==> src/rtl/rule_verdict_ctrl.sv <==
// Packet verdict controller: sequences the rule decision stage over NUM_PAIRS rule
// pairs and reports accept/drop, the first rejecting rule and timeouts.
module rule_verdict_ctrl #(
    parameter int unsigned NUM_PAIRS = 128,
    parameter int unsigned TIMEOUT   = 15,
    parameter int unsigned CNT_W     = 16
) (
    input  logic             clk,
    input  logic             rst,
    input  logic             pkt_valid,
    output logic             pkt_ready,
    output logic             dl_ena,
    output logic             dl_rst,
    input  logic             dl_ready,
    input  logic             dl_accept1,
    input  logic             dl_accept2,
    output logic             verdict_valid,
    output logic             verdict_accept,
    output logic [7:0]       verdict_rule,
    output logic             verdict_timeout,
    input  logic             verdict_ack,
    output logic [CNT_W-1:0] accept_cnt,
    output logic [CNT_W-1:0] drop_cnt
);

    typedef enum logic [1:0] {StIdle, StRestart, StScan, StDone} state_e;

    localparam logic [6:0]       LastPair   = 7'(NUM_PAIRS - 1);
    localparam logic [7:0]       TimeoutCnt = 8'(TIMEOUT);
    localparam logic [CNT_W-1:0] CntMax     = '1;

    state_e           state_q, state_d;
    logic [6:0]       pair_cnt_q, pair_cnt_d;
    logic [7:0]       idle_cnt_q, idle_cnt_d;
    logic [7:0]       rule_q, rule_d;
    logic             acc_q, acc_d;
    logic             to_q, to_d;
    logic [CNT_W-1:0] accept_cnt_q, accept_cnt_d;
    logic [CNT_W-1:0] drop_cnt_q, drop_cnt_d;
    logic [7:0]       idle_inc;

    assign idle_inc = idle_cnt_q + 8'd1;

    always_comb begin
        state_d      = state_q;
        pair_cnt_d   = pair_cnt_q;
        idle_cnt_d   = idle_cnt_q;
        rule_d       = rule_q;
        acc_d        = acc_q;
        to_d         = to_q;
        accept_cnt_d = accept_cnt_q;
        drop_cnt_d   = drop_cnt_q;
        unique case (state_q)
            StIdle: begin
                if (pkt_valid) state_d = StRestart;
            end
            StRestart: begin
                pair_cnt_d = '0;
                idle_cnt_d = '0;
                state_d    = StScan;
            end
            StScan: begin
                if (dl_ready) begin
                    idle_cnt_d = '0;
                    if (dl_accept1 && dl_accept2) begin
                        if (pair_cnt_q == LastPair) begin
                            state_d = StDone;
                            acc_d   = 1'b1;
                            to_d    = 1'b0;
                            rule_d  = '0;
                        end else begin
                            pair_cnt_d = pair_cnt_q + 7'd1;
                        end
                    end else begin
                        // Even rule wins: odd bit is set only when the even rule accepted.
                        state_d = StDone;
                        acc_d   = 1'b0;
                        to_d    = 1'b0;
                        rule_d  = {pair_cnt_q, dl_accept1};
                    end
                end else if (idle_inc == TimeoutCnt) begin
                    state_d    = StDone;
                    idle_cnt_d = idle_inc;
                    acc_d      = 1'b0;
                    to_d       = 1'b1;
                    rule_d     = {pair_cnt_q, 1'b0};
                end else begin
                    idle_cnt_d = idle_inc;
                end
            end
            StDone: begin
                if (verdict_ack) begin
                    state_d = StIdle;
                    if (acc_q) begin
                        if (accept_cnt_q != CntMax) accept_cnt_d = accept_cnt_q + 1'b1;
                    end else begin
                        if (drop_cnt_q != CntMax) drop_cnt_d = drop_cnt_q + 1'b1;
                    end
                end
            end
            default: state_d = StIdle;
        endcase
    end

    always_ff @(posedge clk) begin
        if (rst) begin
            state_q      <= StIdle;
            pair_cnt_q   <= '0;
            idle_cnt_q   <= '0;
            rule_q       <= '0;
            acc_q        <= 1'b0;
            to_q         <= 1'b0;
            accept_cnt_q <= '0;
            drop_cnt_q   <= '0;
        end else begin
            state_q      <= state_d;
            pair_cnt_q   <= pair_cnt_d;
            idle_cnt_q   <= idle_cnt_d;
            rule_q       <= rule_d;
            acc_q        <= acc_d;
            to_q         <= to_d;
            accept_cnt_q <= accept_cnt_d;
            drop_cnt_q   <= drop_cnt_d;
        end
    end

    assign pkt_ready       = (state_q == StIdle);
    assign dl_ena          = (state_q == StScan);
    assign dl_rst          = rst | (state_q == StRestart);
    assign verdict_valid   = (state_q == StDone);
    assign verdict_accept  = (state_q == StDone) & acc_q;
    assign verdict_timeout = (state_q == StDone) & to_q;
    assign verdict_rule    = rule_q;
    assign accept_cnt      = accept_cnt_q;
    assign drop_cnt        = drop_cnt_q;

endmodule

==> config.mk <==
export PLATFORM = sky130hd
export DESIGN_NAME = rule_verdict_ctrl
export DESIGN_NICKNAME = d
export VERILOG_FILES = /design/src/rtl/rule_verdict_ctrl.sv
export SDC_FILE = /design/constraint.sdc
export NUM_CORES = 1
export LEC_CHECK = 0
export ABC_AREA = 1
export CORE_UTILIZATION = 53
export CTS_CLUSTER_DIAMETER = 30
export DETAILED_ROUTE_END_ITERATION = 6
export PLACE_DENSITY = 0.8
export SYNTH_ARGS = -nofsm -noshare
export SYNTH_HDL_FRONTEND = slang
export SYNTH_SLANG_ARGS = --single-unit
==> constraint.sdc <==
create_clock -name clk -period 2.14 [get_ports clk]
set_input_delay 0.214 -clock clk [delete_from_list [all_inputs] [get_ports clk]]
set_output_delay 0.214 -clock clk [all_outputs]
set_load 0.01 [all_outputs]
# Word-level counts from Yosys, hierarchy flattened

Index checks and enable logic that the tools add are counted.

Register bits: 59
Input port bits: 7
Output and inout bits: 46
Word-level logic and storage cells: 65

Add/subtract/negate cells: 4
Equal/unequal tests: 15
Muxes and demuxes: 25
Bitwise gates (word level): 4
Reduce and logical (&&, ||, !) cells: 9

Operator list:

| kind                                                                    | count |
|---|---|
| 8-bit 2-to-1 mux                                                        | 5 |
| 16-bit by 1-bit adder with 16-bit output, second input constant         | 2 |
| 16-bit inequality test, second input constant                           | 2 |
| 7-bit 2-to-1 mux                                                        | 3 |
| 8-bit one-hot mux with 2 select lines                                   | 1 |
| 4-bit AND reduction                                                     | 4 |
| 7-bit one-hot mux with 2 select lines                                   | 1 |
| 2-bit 2-to-1 mux                                                        | 6 |
| 8-bit by 1-bit adder with 8-bit output, second input constant           | 1 |
| 8-bit by 4-bit == test with 1-bit output, second input constant         | 1 |
| 1-bit 2-to-1 mux                                                        | 8 |
| 2-bit one-hot mux with 4 select lines                                   | 1 |
| 7-bit by 1-bit adder with 7-bit output, second input constant           | 1 |
| 7-bit == test, second input constant                                    | 1 |
| 2-bit by 1-bit inequality test with 1-bit output, second input constant | 3 |
| 2-bit == test, second input constant                                    | 2 |
| 2-bit inequality test, second input constant                            | 2 |
| 4-bit by 3-bit inequality test with 1-bit output, second input constant | 1 |
| 2-bit nonzero test                                                      | 2 |
| 3-bit by 1-bit inequality test with 1-bit output, second input constant | 1 |
| 3-bit by 2-bit inequality test with 1-bit output, second input constant | 1 |
| 3-bit AND reduction                                                     | 1 |
| 1-bit AND                                                               | 2 |
| 2-bit by 1-bit == test with 1-bit output, second input constant         | 1 |
| 4 further kinds                                                         | 4 |

# Longest topological paths before layout

Gate-level depths: netlist of the first run.

Depth after elaboration: 5
Depth in mapped cells: 11
Depth with buffers taken out: 11

# Worst setup path after synthesis of the first run

No wires, ideal clock.

Kind: register -> register
From: register drop_cnt_q[0] (netlist: drop_cnt[0])
To: register drop_cnt_q[12] (netlist: drop_cnt[12])
Library setup time: 129 ps
Arrival time: 1545 ps
Required time: 2011 ps
Path slack: 466 ps
Cell stages (with the launch flop): 10
Buffers on the path: 0
Clock period less this slack: 1674 ps
Path through: dfxtp_1 ha_1 nand2_1 nor3_2 nand4_1 nand2_2 inv_2 nand2_1 xor2_1 nor2_1

Word-level cells in the longest chain between the ends: 2

Ends and longest elaborated chain:

| what                                                                                             | line | text |
|---|---|---|
| start, declared                                                                                  | 39   | `logic [CNT_W-1:0] drop_cnt_q, drop_cnt_d;` |
| start signal, assigned                                                                           | 123  | `drop_cnt_q <= drop_cnt_d;` |
| parallel branches: the longest is 2 deep, another holds 16-bit by 1-bit adder with 16-bit output | -    |  |

Parallel ways; which one is timed is not known.
A chain may end at the register's enable or synchronous reset.

# Worst setup path in the final report of the first run

From: register state_q[1]
To: output dl_rst

Word-level cells in the longest chain between the ends: 2

Ends and longest elaborated chain:

| what                                     | line | text |
|---|---|---|
| start, declared                          | 32   | `state_e state_q, state_d;` |
| start signal, assigned                   | 107  | `state_q <= StIdle;` |
| start signal, assigned                   | 116  | `state_q <= state_d;` |
| 2-bit by 1-bit == test with 1-bit output | 129  | `assign dl_rst = rst \| (state_q == StRestart);` |
| 1-bit OR                                 | 129  |  |
| end, declared                            | 13   | `output logic dl_rst,` |

Every way passes these cells.

==> run summary, run 1 <==
Compared with the post-synthesis result, the final layout area differs by 23.95%. Between clock sinks in the finished design, the worst skew comes to 12.95 ps. The routed layout has 3165 vias.

The average vias per placed instance works out to 5.310. The tools report the total standard cell area after synthesis as 3161 um^2. Class of the tightest hold or removal check: flip-flop to flip-flop. The tools report the number of DRC violations after detailed routing as 0.

Yosys attributes the largest share of cell area to dfxtp_1 (37%), nand2_1 (14%), a21oi_1 (7.6%). The tools report the worst relative slew slack as 53.87%. The worst-case IR drop observed on VDD is 0.5316 mV.

Hold timing on the final database bottoms out at a slack of 464.1 ps. The clock transition time at the flip-flop clock pins of the worst setup and hold paths was 60 ps. The H-tree was split into 3 levels. The top-area cell type share of the netlist area works out to 37.37%. Hold violation total from the final report: 0.

Of all nets on the critical path, the largest fanout is 4. Summed over all cells, the static leakage comes to 1.440 nW. Synthesis produced a netlist with a net count of 479.

In this run the deepest clock path goes through 2 buffers. The run finished with clean final reports. After detailed routing, the average wire length per cell comes to 12.01 um. The first global-routing pass estimated 12050 um of wire. In this run the vertical extent of the chip is 79.22 um. The number of nets in the finished design came out at 535.

At the end of routability-driven placement, the weighted congestion stood at 0.9162. Post-CTS timing repair inserted 0 buffers for setup. The I/O pin count is 53, and the chip width is 79.22 um.

TritonCTS built the clock tree. The logs give 2790 for the number of global-route vias before repair and 24.30% for the overall routing resource usage. The proportion of layout cells with a drive suffix above 1 came out at 6.679%.

The synthesized design contains 59 register bits. Adding up every negative setup slack in the final design gives 0 ps. The total congestion overflow is 0. After layout, the worst path uses 92.58% of the clock period. The count of max-cap constraint violations is 0, and the overall power consumption is 2.838 mW. The hold-fix buffer count after cts was 0. The logs give 0 for the number of max-slew violations in the final report and 9 for the total clock buffers created by CTS. For the count of inserted antenna diode cells, the log shows 0. The critical path is of the flip-flop to output pin type. STA classifies the critical path startpoint as a flip-flop.

After technology mapping, the gate count stands at 463. Setup repair after global routing left no endpoint under its margin. The count of standard-cell rows was 27. Leaving out fill and tap cells, the most frequent cell in the layout is nand2_1. The warning count from the yosys run was 0; the signal arrival time at the worst endpoint was 1770 ps. The later pin in the worst-skew pair is clocked with a latency of 340 ps. Setup violations remaining at the end of the flow were counted as 0. The run gives 0 as the number of antenna violations at the first check in global routing. Cell accounting for the most synthesized area: dfxtp_1. The run gives 6276 um^2 as the area of the die. In the layout the commonest cells are nand2_1 (122), dfxtp_1 (59), inv_1 (56), clkdlybuf4s50_1 (52), a21oi_1 (48). For the pin with the worst max-slew slack, the measured transition is 691.2 ps. The logs give 59 for the number of clock sinks and 7160 um for the total wire length. The mean post-synth cell area was 6.826 um^2; the critical path data required time was 1930 ps.

The count of nets left with antenna violations once routing finished came out at 0. Summing the sequential cell areas from Yosys gives 37.37% of the chip area. The first routing iteration left 165 violations. The maximum number of pins on one net before global-route repair was 24; the detailed-routing iteration count for the pre-antenna-repair pass was 4. The final period demand of the worst path is 1981 ps. After floorplanning, the core was sized to cover 5642 um^2. The root buffer cell chosen for the clock tree is clkbuf_8. In this run the register-to-register setup slack is 220 ps. For the post-cts gate resize count, the log shows 0. For the HPWL reported at the end of detailed placement, the log shows 5102 um. In this run the tool buffered the top-level ports with 52 buffer cells.

For this design the ratio of total power to cell area is 724.5 nW/um^2. The timing-limited maximum frequency was 504.7 MHz. For this configuration, the core starts out at a cell density of 56.02%. The netlist uses 34 different library cells. The category of the worst setup path capture point was an output pin.
worst paths after layout:
check,cells past startpoint,to,start
worst max-delay path,4,dl_rst,state_q[1]
worst min-delay path,2,verdict_rule[4],verdict_rule[4]
worst min register to register,2,verdict_rule[4],verdict_rule[4]
worst max register to register,10,acc_q,pair_cnt_q[1]
cell usage after synthesis (all sizes together):
master,number
clkbuf,6
nand3b,1
a211oi,1
xor2,6
nand2,126
dfxtp,59
ha,9
buf,5
nand4,10
nor3,14
inv,57
nand3,40
o21bai,2
o21ai,14
o21a,2
xnor2,8
nor3b,1
or2,2
o22ai,1
and3,1
nor2,47
a21oi,51
through the flow:
stage / instances / setup WS [ps] / cell area, um^2 / utilization [%]
global route: 596 / 43.16 / 3918 / 69.44
finish: 596 / 158.8 / 3918 / 69.44
detailed placement: 580 / 207.6 / 3730 / 66.11
CTS: 596 / 153.0 / 3918 / 69.44
floorplan: 463 / 466.5 / 3161 / -
global placement: 580 / 275.2 / 3730 / 66.11
state kept, by name, indices dropped and copies added, names as in the netlist:
name          flops
pair_cnt_q        7
idle_cnt_q        8
acc_q             1
to_q              1
drop_cnt         16
verdict_rule      8
accept_cnt       16
state_q           2
worst max-delay path: stages, from the launching register on:
cell and delay (ps):
dfxtp_1 390, inv_1 80, ha_1 190, or2_2 300, clkdlybuf4s50_1 480
per-layer routing:
metal | GRT usage [%] | up-vias | wire length [um]
met3 | 5.287 | 12 | 367
met2 | 40.95 | 86 | 3390
li1 | - | 1611 | -
met4 | 8.364 | 0 | 103
met1 | 30.48 | 1456 | 3299
met5 | 0 | - | 0
layout make-up:
type / instances / area, um^2
fillers: 491 / 1724
multi-input cells: 336 / 1694
flip-flops and latches: 59 / 1181
repair buffers: 56 / 550.5
inverters: 57 / 214.0
clock buffers: 14 / 152.6
well taps: 72 / 90.09
clock inverters: 2 / 35.03
where the power goes:
group / total (mW) / switching (mW) / internal [mW]
registers: 1.19 / 0.0399 / 1.15
logic: 0.655 / 0.413 / 0.242
clock network: 0.998 / 0.428 / 0.570
total: 2.84 / 0.881 / 1.96
logic make-up after synthesis:
family	after synthesis	synth area share, %
and+or+nand+nor	242	34.01
AOI/OAI and AO/OA	71	12.15
buffers and inverters	68	9.026
DFF	59	37.37
xor gates and xnor gates	14	3.880
adders and majority gates	9	3.563
Power figures use the tool's default switching activity.
==> run 2: changes to the inputs <==
--- a/config.mk
+++ b/config.mk
@@ -6,6 +6,7 @@
 export NUM_CORES = 1
 export LEC_CHECK = 0
 export ABC_AREA = 1
+export CAP_MARGIN = 20
 export CORE_UTILIZATION = 53
 export CTS_CLUSTER_DIAMETER = 30
 export DETAILED_ROUTE_END_ITERATION = 6
==> results of run 2 <==
The final DEF is identical to that of run 1; final timing and power are the same.
==> run 3: changes to the inputs <==
--- a/config.mk
+++ b/config.mk
@@ -10,7 +10,8 @@
 export CORE_UTILIZATION = 53
 export CTS_CLUSTER_DIAMETER = 30
 export DETAILED_ROUTE_END_ITERATION = 6
-export PLACE_DENSITY = 0.8
+export GPL_ROUTABILITY_DRIVEN = 0
+export PLACE_DENSITY = 0.79
 export SYNTH_ARGS = -nofsm -noshare
 export SYNTH_HDL_FRONTEND = slang
 export SYNTH_SLANG_ARGS = --single-unit
==> run 3 against run 2 <==
Effect of this change: flip-flop and latch count unchanged; critical path depth unchanged; wire length is 0.34% higher; combinational power shrank 2%; via count shrank 3.0%; clock skew shrank 4.3 ps; highest routed layer unchanged.
==> run summary, run 3 (same netlist as run 1, synthesis figures left out) <==
The number of nets in the finished design is 535 (unchanged). Maximum resistive drop on vdd: 0.4883 mV (was 0.5316 mV). The initial standard-cell utilization of the core was 56.02% (unchanged); the area after detailed placement was 3730 um^2 (unchanged). The detailed-routing iteration count for the pre-antenna-repair pass is 5 (was 4), and the overall routing resource usage is 25.15% (was 24.30%).

For the clock latency on the worst-skew pair, the log shows 350 ps (was 340 ps). The number of I/O port buffers works out to 52 (unchanged). The chip height works out to 79.22 um (unchanged). The post-detailed-route count of antenna-violating nets is 0 (unchanged), and the hold violation total from the final report is 0 (unchanged). Setup repair after global routing left no endpoint under its margin. The post-route clock period utilization was 92.94% (was 92.58%). For the number of antenna violations at the first check in global routing, the log shows 0 (unchanged). Root cell of the clock tree: clkbuf_8 (unchanged). The final period demand of the worst path is 1989 ps (was 1981 ps).

The total clock buffers created by CTS is 9 (unchanged), and the number of max-slew violations in the final report is 0 (unchanged). The proportion of layout cells with a drive suffix above 1 works out to 7.252% (was 6.679%). Clock transition time at the flip-flop clock pins of the worst setup and hold paths: 70 ps (was 60 ps). The logs give 0 (unchanged) for the number of DRC violations after detailed routing and 55.34% (was 53.87%) for the worst relative slew slack.

The logs give 2846 (was 2790) for the number of global-route vias before repair and 1770 ps (about the same) for the signal arrival time at the worst endpoint. The chip width came out at 79.22 um (unchanged). The number of clock sinks is 59 (unchanged). The core box area was 5642 um^2 (unchanged). The logs give 24 (unchanged) for the maximum number of pins on one net before global-route repair and 477 (was 491) for the number of filler cells placed in the layout.

For the via count of the routed design, the log shows 3071 (was 3165). The maximum fanout along the worst path is 4 (unchanged). The type of the worst setup path was flip-flop to output pin (unchanged).

The I/O pin count is 53 (unchanged), and the layout overhead on the synthesized area is 25.57% (was 23.95%). The tools report the HPWL reported at the end of detailed placement as 5101 um (was 5102 um). The category of the worst setup path capture point is an output pin (unchanged). The total congestion overflow is 0 (unchanged). The run finished with clean final reports. The tools report the H-tree level count as 3 (unchanged).

The final routed wire length divided by cell count works out to 12.05 um (was 12.01 um). The class of the tightest hold or removal check was flip-flop to flip-flop (unchanged). The post-CTS setup buffer count is 0 (unchanged). The static power due to leakage came out at 1.475 nW (was 1.440 nW). The final clock skew is 8.661 ps (was 12.95 ps), and the timing-limited maximum frequency is 502.8 MHz (was 504.7 MHz). The count of inserted antenna diode cells was 0 (unchanged). For the wire length of the first global-routing pass, the log shows 12380 um (was 12050 um). Commonest cells after routing, fill and taps aside: nand2_1 (122), dfxtp_1 (59), inv_1 (56), clkdlybuf4s50_1 (52), a21oi_1 (48) (unchanged). The tools report the sort of element at the start of the critical path as a flip-flop (unchanged). The average vias per placed instance was 5.153 (was 5.310). The post-route standard cell area excluding fillers was 3969 um^2 (was 3918 um^2).

Power density over the cells: 753.5 nW/um^2 (was 724.5 nW/um^2). The run gives 7184 um (was 7160 um) as the total wire length. The count of max-cap constraint violations came out at 0 (unchanged). The transition time of the tightest slew-check pin is 669.1 ps (was 691.2 ps). Area of the die: 6276 um^2 (unchanged). The tools report the final count of negative-setup-slack endpoints as 0 (unchanged). The run gives 149 (was 165) as the DRC violation total after the first TritonRoute iteration. The maximum root-to-sink buffer count came out at 2 (unchanged).

TritonCTS built the clock tree. The run gives 1930 ps (about the same) as the critical path data required time. The most common cell after layout, fill and taps aside was nand2_1 (unchanged).

The logs give 27 (unchanged) for the count of standard-cell rows and 0 ps (unchanged) for the post-route setup TNS.
[run 3: cell types whose count changed in the layout (fill, tap and decap cells not counted)]
cell        change
nor3_4          +1
nand2_2         -1
clkinvlp_4      +1
bufinv_16       +1
clkbuf_1        -3
clkbuf_8        +1
nor3_2          -1
nand2_4         +1
[run 3: final timing paths]
check / from / to / slack, ps / depth (start not counted)
max: state_q[1] / dl_rst / 150 / 4
max reg2reg: idle_cnt_q[1] / verdict_rule[5] / 260 / 11
min reg2reg: to_q / to_q / 470 / 2
min: to_q / to_q / 470 / 2
[run 3: layer usage]
layer	wire length (um)	track usage (%)
met1	3292	30.92
met2	3473	42.84
met3	280	4.023
met4	138	11.64
met5	0	0
[run 3: what timing repair did]
| item | CTS | global route |
|---|---|---|
| setup endpoints to repair | 0 | 2 |
| resized for setup | 0 | 2 |
| hold buffers | 0 | 0 |
[run 3: power by group]
group / switching, mW / internal, mW / total, mW
logic: 0.401 / 0.242 / 0.642
registers: 0.0404 / 1.15 / 1.19
clock network: 0.445 / 0.717 / 1.16
total: 0.887 / 2.10 / 2.99
[run 3: through the flow]
step                      hold slack (ps)  setup slack (ps)  cells  util [%]  power, mW
after floorplan                     424.3             466.5    463         -      1.641
after global placement              455.3             280.9    580     66.11      1.838
after detailed placement            460.0             181.6    580     66.11      1.843
after CTS                           471.1             140.3    596     70.15      3.006
after global routing                485.7             70.46    596     70.35      3.130
final                               474.5             151.1    596     70.35      2.991
[run 3: final cells by class]
cell class                      count  area, um^2  area share, %
Sequential cell                    59        1181          29.76
Tap cell                           72       90.09          2.270
Clock buffer                       12       155.1          3.909
Timing Repair Buffer               56       550.5          13.87
Inverter                           57       214.0          5.391
Multi-Input combinational cell    336        1705          42.97
Clock inverter                      4       72.57          1.828
[run 3: critical path, cell delays in order, from the launching register on]
cell and delay, ps:
dfxtp_1 390, inv_1 80, ha_1 190, or2_2 290, clkdlybuf4s50_1 480
